$ cat config.mk
export PLATFORM = sky130hd
export DESIGN_NAME = banked_regfile
export DESIGN_NICKNAME = d
export VERILOG_FILES = /design/src/rtl/banked_regfile_pkg.sv /design/src/rtl/bank_addr_map.sv /design/src/rtl/banked_regfile.sv
export SDC_FILE = /design/constraint.sdc
export NUM_CORES = 2
export LEC_CHECK = 0
export CORE_MARGIN = 2
export CORE_UTILIZATION = 60
export DETAILED_ROUTE_END_ITERATION = 8
export PLACE_DENSITY = 0.75
export REMOVE_ABC_BUFFERS = 1
export SYNTH_ARGS = -nofsm -noshare
export SYNTH_HDL_FRONTEND = slang
export SYNTH_HIERARCHICAL = 1
export SYNTH_SLANG_ARGS = --single-unit
$ cat constraint.sdc
create_clock -name clk -period 6.65 [get_ports clk]
set_input_delay 1.33 -clock clk [delete_from_list [all_inputs] [get_ports clk]]
set_output_delay 1.33 -clock clk [all_outputs]
set_load 0.03 [all_outputs]
$ cat src/rtl/banked_regfile_pkg.sv
// Shared mode encodings, bank base addresses and SPSR selection helpers.
// Pure definitions, no state.
// Imported by the address map and the register file top.
package banked_regfile_pkg;

  // Processor mode encodings (CPSR[4:0])
  localparam logic [4:0] MODE_USR = 5'b10000;
  localparam logic [4:0] MODE_FIQ = 5'b10001;
  localparam logic [4:0] MODE_IRQ = 5'b10010;
  localparam logic [4:0] MODE_SVC = 5'b10011;
  localparam logic [4:0] MODE_ABT = 5'b10111;
  localparam logic [4:0] MODE_UND = 5'b11011;
  localparam logic [4:0] MODE_SYS = 5'b11111;

  // Physical base address of each banked group
  localparam logic [4:0] BASE_FIQ = 5'h10;  // R8..R14
  localparam logic [4:0] BASE_SVC = 5'h17;  // R13, R14
  localparam logic [4:0] BASE_ABT = 5'h19;
  localparam logic [4:0] BASE_IRQ = 5'h1B;
  localparam logic [4:0] BASE_UND = 5'h1D;

  localparam int         NUM_PREGS = 31;
  localparam int         NUM_SPSR  = 5;
  localparam logic [3:0] REG_PC    = 4'd15;

  typedef enum logic [2:0] {
    SPSR_FIQ  = 3'd0,
    SPSR_SVC  = 3'd1,
    SPSR_ABT  = 3'd2,
    SPSR_IRQ  = 3'd3,
    SPSR_UND  = 3'd4,
    SPSR_NONE = 3'd5
  } spsr_sel_e;

  // Which SPSR a mode owns; USR/SYS/unlisted own none
  function automatic spsr_sel_e spsr_sel(input logic [4:0] m);
    case (m)
      MODE_FIQ: spsr_sel = SPSR_FIQ;
      MODE_SVC: spsr_sel = SPSR_SVC;
      MODE_ABT: spsr_sel = SPSR_ABT;
      MODE_IRQ: spsr_sel = SPSR_IRQ;
      MODE_UND: spsr_sel = SPSR_UND;
      default:  spsr_sel = SPSR_NONE;
    endcase
  endfunction

  function automatic logic mode_valid(input logic [4:0] m);
    case (m)
      MODE_USR, MODE_FIQ, MODE_IRQ, MODE_SVC,
      MODE_ABT, MODE_UND, MODE_SYS: mode_valid = 1'b1;
      default:                      mode_valid = 1'b0;
    endcase
  endfunction

endpackage

$ cat src/rtl/bank_addr_map.sv
// Logical register + mode -> 5-bit physical register address.
// Purely combinational, zero latency.
// No flow control; user_bank forces the USR view.
import banked_regfile_pkg::*;

module bank_addr_map (
  input  logic [3:0] reg_idx,
  input  logic [4:0] mode,
  input  logic       user_bank,
  output logic [4:0] addr
);

  // Default is the flat USR mapping; banked modes override their high registers
  always_comb begin
    addr = {1'b0, reg_idx};
    if (!user_bank) begin
      case (mode)
        MODE_FIQ: if (reg_idx >= 4'd8 && reg_idx != REG_PC)
                    addr = BASE_FIQ + {1'b0, reg_idx - 4'd8};
        MODE_SVC: if (reg_idx == 4'd13) addr = BASE_SVC;
                  else if (reg_idx == 4'd14) addr = BASE_SVC + 5'd1;
        MODE_ABT: if (reg_idx == 4'd13) addr = BASE_ABT;
                  else if (reg_idx == 4'd14) addr = BASE_ABT + 5'd1;
        MODE_IRQ: if (reg_idx == 4'd13) addr = BASE_IRQ;
                  else if (reg_idx == 4'd14) addr = BASE_IRQ + 5'd1;
        MODE_UND: if (reg_idx == 4'd13) addr = BASE_UND;
                  else if (reg_idx == 4'd14) addr = BASE_UND + 5'd1;
        default: ;
      endcase
    end
  end

endmodule

$ cat src/rtl/banked_regfile.sv
// Mode-banked register file: NRD read ports, one write port, SPSR bank.
// Reads and SPSR readout registered, 1-cycle latency with write-through bypass.
// No backpressure; accepts a write and all reads every cycle.
import banked_regfile_pkg::*;

module banked_regfile #(
  parameter int NRD = 3,
  parameter int DW  = 32
) (
  input  logic             clk,
  input  logic             reset,
  input  logic             mode_we,
  input  logic [4:0]       mode_in,
  output logic [4:0]       mode,
  input  logic             user_bank,
  input  logic [NRD*4-1:0] rd_reg,
  output logic [NRD*DW-1:0] rd_data,
  input  logic [DW-1:0]    pc_in,
  input  logic             wr_en,
  input  logic [3:0]       wr_reg,
  input  logic [DW-1:0]    wr_data,
  input  logic             spsr_we,
  input  logic [DW-1:0]    spsr_wdata,
  output logic [DW-1:0]    spsr_rdata,
  output logic             mode_err
);

  logic [4:0]        mode_q;
  logic [DW-1:0]     rf_q [NUM_PREGS];
  logic [DW-1:0]     spsr_q [NUM_SPSR];
  logic [NRD*DW-1:0] rd_data_q, rd_data_d;
  logic [DW-1:0]     spsr_rdata_q, spsr_rdata_d;
  logic              mode_err_q;

  logic [4:0]        wr_addr;
  logic [4:0]        rd_addr [NRD];
  logic              wr_hit;
  spsr_sel_e         cur_spsr;
  logic              spsr_hit;

  // All mapping uses the registered mode, so a same-cycle mode_we only affects later cycles
  bank_addr_map u_wr_map (
    .reg_idx   (wr_reg),
    .mode      (mode_q),
    .user_bank (user_bank),
    .addr      (wr_addr)
  );

  for (genvar g = 0; g < NRD; g++) begin : g_rd_map
    bank_addr_map u_rd_map (
      .reg_idx   (rd_reg[4*g +: 4]),
      .mode      (mode_q),
      .user_bank (user_bank),
      .addr      (rd_addr[g])
    );
  end

  assign wr_hit   = wr_en && (wr_reg != REG_PC);
  assign cur_spsr = spsr_sel(mode_q);
  assign spsr_hit = spsr_we && (cur_spsr != SPSR_NONE);

  // Next read data: PC for R15, bypass a same-address write, otherwise storage
  always_comb begin
    rd_data_d = '0;
    for (int i = 0; i < NRD; i++) begin
      if (rd_reg[4*i +: 4] == REG_PC)
        rd_data_d[i*DW +: DW] = pc_in;
      else if (wr_hit && (wr_addr == rd_addr[i]))
        rd_data_d[i*DW +: DW] = wr_data;
      else
        rd_data_d[i*DW +: DW] = rf_q[rd_addr[i]];
    end
  end

  // Next SPSR readout: zero in modes without an SPSR, bypass a same-cycle write
  always_comb begin
    spsr_rdata_d = '0;
    if (cur_spsr != SPSR_NONE) begin
      if (spsr_we) spsr_rdata_d = spsr_wdata;
      else         spsr_rdata_d = spsr_q[cur_spsr];
    end
  end

  // Register file, SPSR bank, mode and registered outputs; reset wins over every write
  always_ff @(posedge clk) begin
    if (reset) begin
      for (int i = 0; i < NUM_PREGS; i++) rf_q[i] <= '0;
      for (int i = 0; i < NUM_SPSR; i++)  spsr_q[i] <= '0;
      mode_q       <= MODE_SVC;
      rd_data_q    <= '0;
      spsr_rdata_q <= '0;
      mode_err_q   <= 1'b0;
    end else begin
      if (wr_hit)   rf_q[wr_addr]    <= wr_data;
      if (spsr_hit) spsr_q[cur_spsr] <= spsr_wdata;
      if (mode_we)  mode_q           <= mode_in;
      rd_data_q    <= rd_data_d;
      spsr_rdata_q <= spsr_rdata_d;
      mode_err_q   <= !mode_valid(mode_q);
    end
  end

  assign mode       = mode_q;
  assign rd_data    = rd_data_q;
  assign spsr_rdata = spsr_rdata_q;
  assign mode_err   = mode_err_q;

endmodule

Word-level counts from Yosys, hierarchy flattened
Memory sizes are Yosys's and may differ from the RTL's. A register that Yosys moved wholly into a read port is not among the register bits.
Cells that the tools add are included.
W data, S select, Z words.
{ "totals": {"elab_cells": 125, "input_bits": 123, "regBits": 102, "n_memories": 2, "ram_bits": 1152} }
{ "op_classes": {"n_mux": 67, "addsub": 8, "order_cmp": 4, "n_reduce_logical": 14, "n_eq_ne": 26, "bitwise_logic": 1} }
{ "memory_table": {"columns": ["memory", "depth", "width", "read_ports", "rd_ports_with_merged_regs", "wr", "line", "source"], "rows": [
  ["rf_q", 31, 32, 3, 0, 31, "banked_regfile.sv:29", "logic [DW-1:0] rf_q [NUM_PREGS];"],
  ["spsr_q", 5, 32, 1, 1, 5, "banked_regfile.sv:30", "logic [DW-1:0] spsr_q [NUM_SPSR];"]
]} }
{ "op_table": {"columns": ["operator", "count"], "rows": [
  ["$mux W32", 8],
  ["$mux W5", 41],
  ["$pmux W5 S5", 4],
  ["$reduce_or A32 Y1", 2],
  ["$eq A4 B4 Y1 const B", 11],
  ["$eq A5 B5 Y1 const B", 7],
  ["$add A5 B4 Y5 const A", 4],
  ["$ge A4 B4 Y1 const B", 4],
  ["$ne A4 B4 Y1 const B", 4],
  ["$sub A4 B4 Y4 const B", 4],
  ["$eq A5 B5 Y1", 3],
  ["$pmux W3 S5", 1],
  ["$mux W1", 12],
  ["$logic_and A1 B1 Y1", 9],
  ["$reduce_or A7 Y1", 1],
  ["$mux W3", 1],
  ["$ne A3 B3 Y1 const B", 1],
  ["$reduce_or A2 Y1", 1],
  ["$logic_not A1 Y1", 1],
  ["$not A1 Y1", 1]
]} }

Longest topological paths before layout
{ "depth": {"word_depth": 9, "depth_mapped": 12, "mapped_depth_nobuf": 9} }

Cells and area by module
Netlist, hierarchy kept.
{ "modules_own_cells": {"columns": ["module", "cells_each", "area_each_um2", "instances", "seq_area_each_um2"], "rows": [
  ["banked_regfile", 5182, 76711.1, 1, 39197.6],
  ["bank_addr_map", 32, 226.5, 4, 0.0]
]} }

Worst setup path after synthesis
Ideal clock, no wire load.
{ "synth_path": {"path_kind": "input-to-reg", "startpoint": "in user_bank", "endpoint": "mem rf_q[20][0], enable pin", "path_stages": 8, "slack_ns": 0.916, "t_required_ns": 6.184, "arrival_time_ns": 5.269, "cell_sequence": "and4bb_1 nand4_1 mux2_1 buf_2 or4_1 clkbuf_1 clkbuf_1 o21ai_0"} }
{ "synth_lines": {"columns": ["item", "line", "source"], "rows": [
  ["start: declaration", "banked_regfile.sv:15", "input logic user_bank,"],
  ["end: declaration", "banked_regfile.sv:29", null]
]} }

==> impl_metrics.json <==
{
  "status": "completed",
  "hold_start": "spsr_q[2][29]$_SDFFCE_PN0P_",
  "dp_slack_ps": 1100,
  "r2r_start": "mode[1]$_SDFFE_PP1P_",
  "synth-edff-count": 1216,
  "synth_flop_cell": "edfxtp_1",
  "io_pins": 257,
  "cts_sinks": 1350,
  "rows": 131,
  "coreArea_um2": 128000,
  "grt_pass1_wl_mm": 378,
  "syn_inst": 5310,
  "p_clk_share_pct": 38.7,
  "cts_tree": "done",
  "chipHeight_um": 364,
  "switching_share_pct": 27.0,
  "cts_resized": 0,
  "clk_pin_slew_ps": 60,
  "numPortBuffers": 256,
  "post-route-drc-count": 0,
  "drv_cap": 0,
  "yosysTopAreaCell": "edfxtp_1",
  "pwr_density_cell_nw_per_um2": 255,
  "crit_start": "rd_reg[1]",
  "p_comb_share_pct": 17.2,
  "hold_path_class": "reg2reg",
  "finalSetupViolations": 0,
  "dieArea_um2": 132000,
  "post_cts_buffers": 0,
  "ys_top_cells_by_area": "edfxtp_1, mux4_2, and2_1, mux2i_1, dfxtp_1",
  "cts_buffers": 148,
  "track_usage_pct": 40.6,
  "synth-warning-count": 6,
  "async_flop_share_pct": 0,
  "insertion_delay_ps": 820,
  "clock_skew_ps": 33.6,
  "avgSynthCellArea_um2": 14.6,
  "p_seq_share_pct": 44.1,
  "postLayoutSetupSlackWorst_ps": 1740,
  "p_switching_mw": 6.05,
  "cts_hold_buffers": 0,
  "htree_levels": 4,
  "setup.worst_path.end_class": "register",
  "ys_ff_latch": 1350,
  "cts_buffer_depth": 3,
  "syn2layout_area_growth_pct": 13.3,
  "tightest_slew_ps": 1450,
  "firstDrtPassIters": 8,
  "min_period_ps": 4910,
  "synth_cell_types": 58,
  "rsz0062_at_grt": "no",
  "slew_violations": 0,
  "grt_max_degree": 96,
  "vias_per_cell": 7.46,
  "finalSetupTns_ps": 0,
  "max_freq_ghz": 0.204,
  "seq_area_frac_synth_pct": 50.5,
  "drt_iter0_drc": 8591,
  "clockRootBuffer": "clkbuf_16",
  "yosysMostFrequentCell": "edfxtp_1",
  "p_int_mw": 16.4,
  "path_class": "in2reg",
  "cp-start-kind": "input pin",
  "drive_above_1_share_pct": 24.6,
  "arrival_ps": 5600,
  "hold_viol_final": 0,
  "synth_common_cells": "edfxtp_1, and2_1, mux4_2",
  "netlist.area_leader.share_pct": 47.0,
  "grt_antenna_before_repair": 22,
  "ir_worst_vdd_uv": 313,
  "grt_pass1_vias": 53300,
  "fin_crit_sh_pct": 73.8,
  "layout.nets": 5478,
  "die_x_um": 364,
  "slew_headroom_pct": 3.40,
  "ant_nets": 0,
  "grt-ovfl-total": 0,
  "gp_congestion": 0.926,
  "start_util_pct": 60.6,
  "dp.final_hpwl_mm": 160,
  "leakagePower_nw": 31.1,
  "syn_area_um2": 77600,
  "vias": 53800,
  "worst-path-max-fanout": 34,
  "required_ps": 7340,
  "drt-wirelength-per-cell_um": 36.7,
  "routed_wirelength_mm": 265
}
## flip-flops by register name, indices dropped and copies added (netlist names)
signal and flops:
spsr_rdata 32, spsr_q 192, mode 5, rf_q 1024, rd_data 96, mode_err 1
## logic make-up after synthesis
group	after synthesis	synth area share (%)
AOI/OAI and AO/OA	638	5.58
xor gates and xnor gates	17	0.192
buffers and inverters	593	3.36
DFF	1350	50.5
muxes	1184	28.6
other	1	0.00483
and+or+nand+nor	1527	11.8
## cells in the final DEF (no fill, tap or decap), types with 81 or more instances in the layout
cell type / count
edfxtp_1: 1216
and2_1: 1152
mux4_2: 826
mux2i_1: 354
clkdlybuf4s50_1: 251
clkbuf_16: 161
dfxtp_1: 134
buf_4: 133
a21oi_1: 130
nand2_1: 83
nor2_1: 81
## layout make-up
cell class                 instances  area, µm²
multi-input combinational       3398      36800
antenna                           11       27.5
timing repair buffer             436       4520
inverter                          21       80.1
sequential                      1350      39200
clock inverter                    80        891
tap                             1729       2160
clock buffer                     195       4230
fill                            8483      40100
## critical path, stage by stage
cell             delay, ps
clkdlybuf4s50_1        670
nor2b_1                120
a311oi_1               320
o31a_2                1100
xnor2_1                160
nand3_1                200
or2_2                  460
o2111ai_1              750
a211oi_1               450
## per-layer routing
layer	GRT usage (%)	share of wire [%]	wire length (µm)
met5	0	0.049	131
met4	27.3	7.6	20300
met3	14.0	15	40600
met2	59.8	45	118000
met1	51.3	32	85800
## path summary, 6_finish.rpt
path / endpoint / slack [ps] / cells past startpoint
setup / recovery: rd_data[7]$_SDFF_PP0_ / 1740 / 9
hold / removal: spsr_rdata[29]$_SDFF_PP0_ / 670 / 3
setup reg to reg: rd_data[7]$_SDFF_PP0_ / 1970 / 9
hold reg to reg: spsr_rdata[29]$_SDFF_PP0_ / 670 / 3
## power groups by stage
stage | sequential, mW | combinational [mW] | clock, mW
after floorplan | 10.2 | 2.36 | 0
after global placement | 10.0 | 3.72 | 0
after detailed placement | 10.0 | 3.77 | 0
after CTS | 9.87 | 3.78 | 8.69
after global routing | 9.92 | 3.99 | 9.02
final | 9.89 | 3.86 | 8.68
## metrics by stage
stage / util (%) / hold WS (ps) / power (mW) / area [µm²] / instances
floorplan: - / 612 / 12.5 / 75200 / 4769
global placement: 64.6 / 629 / 13.7 / 82800 / 6934
detailed placement: 64.6 / 647 / 13.8 / 82800 / 6934
CTS: 68.6 / 664 / 22.3 / 87900 / 7209
global route: 68.6 / 698 / 22.9 / 87900 / 7211
finish: 68.7 / 667 / 22.4 / 87900 / 7220
Note: power is estimated with default switching activity, not from simulation.
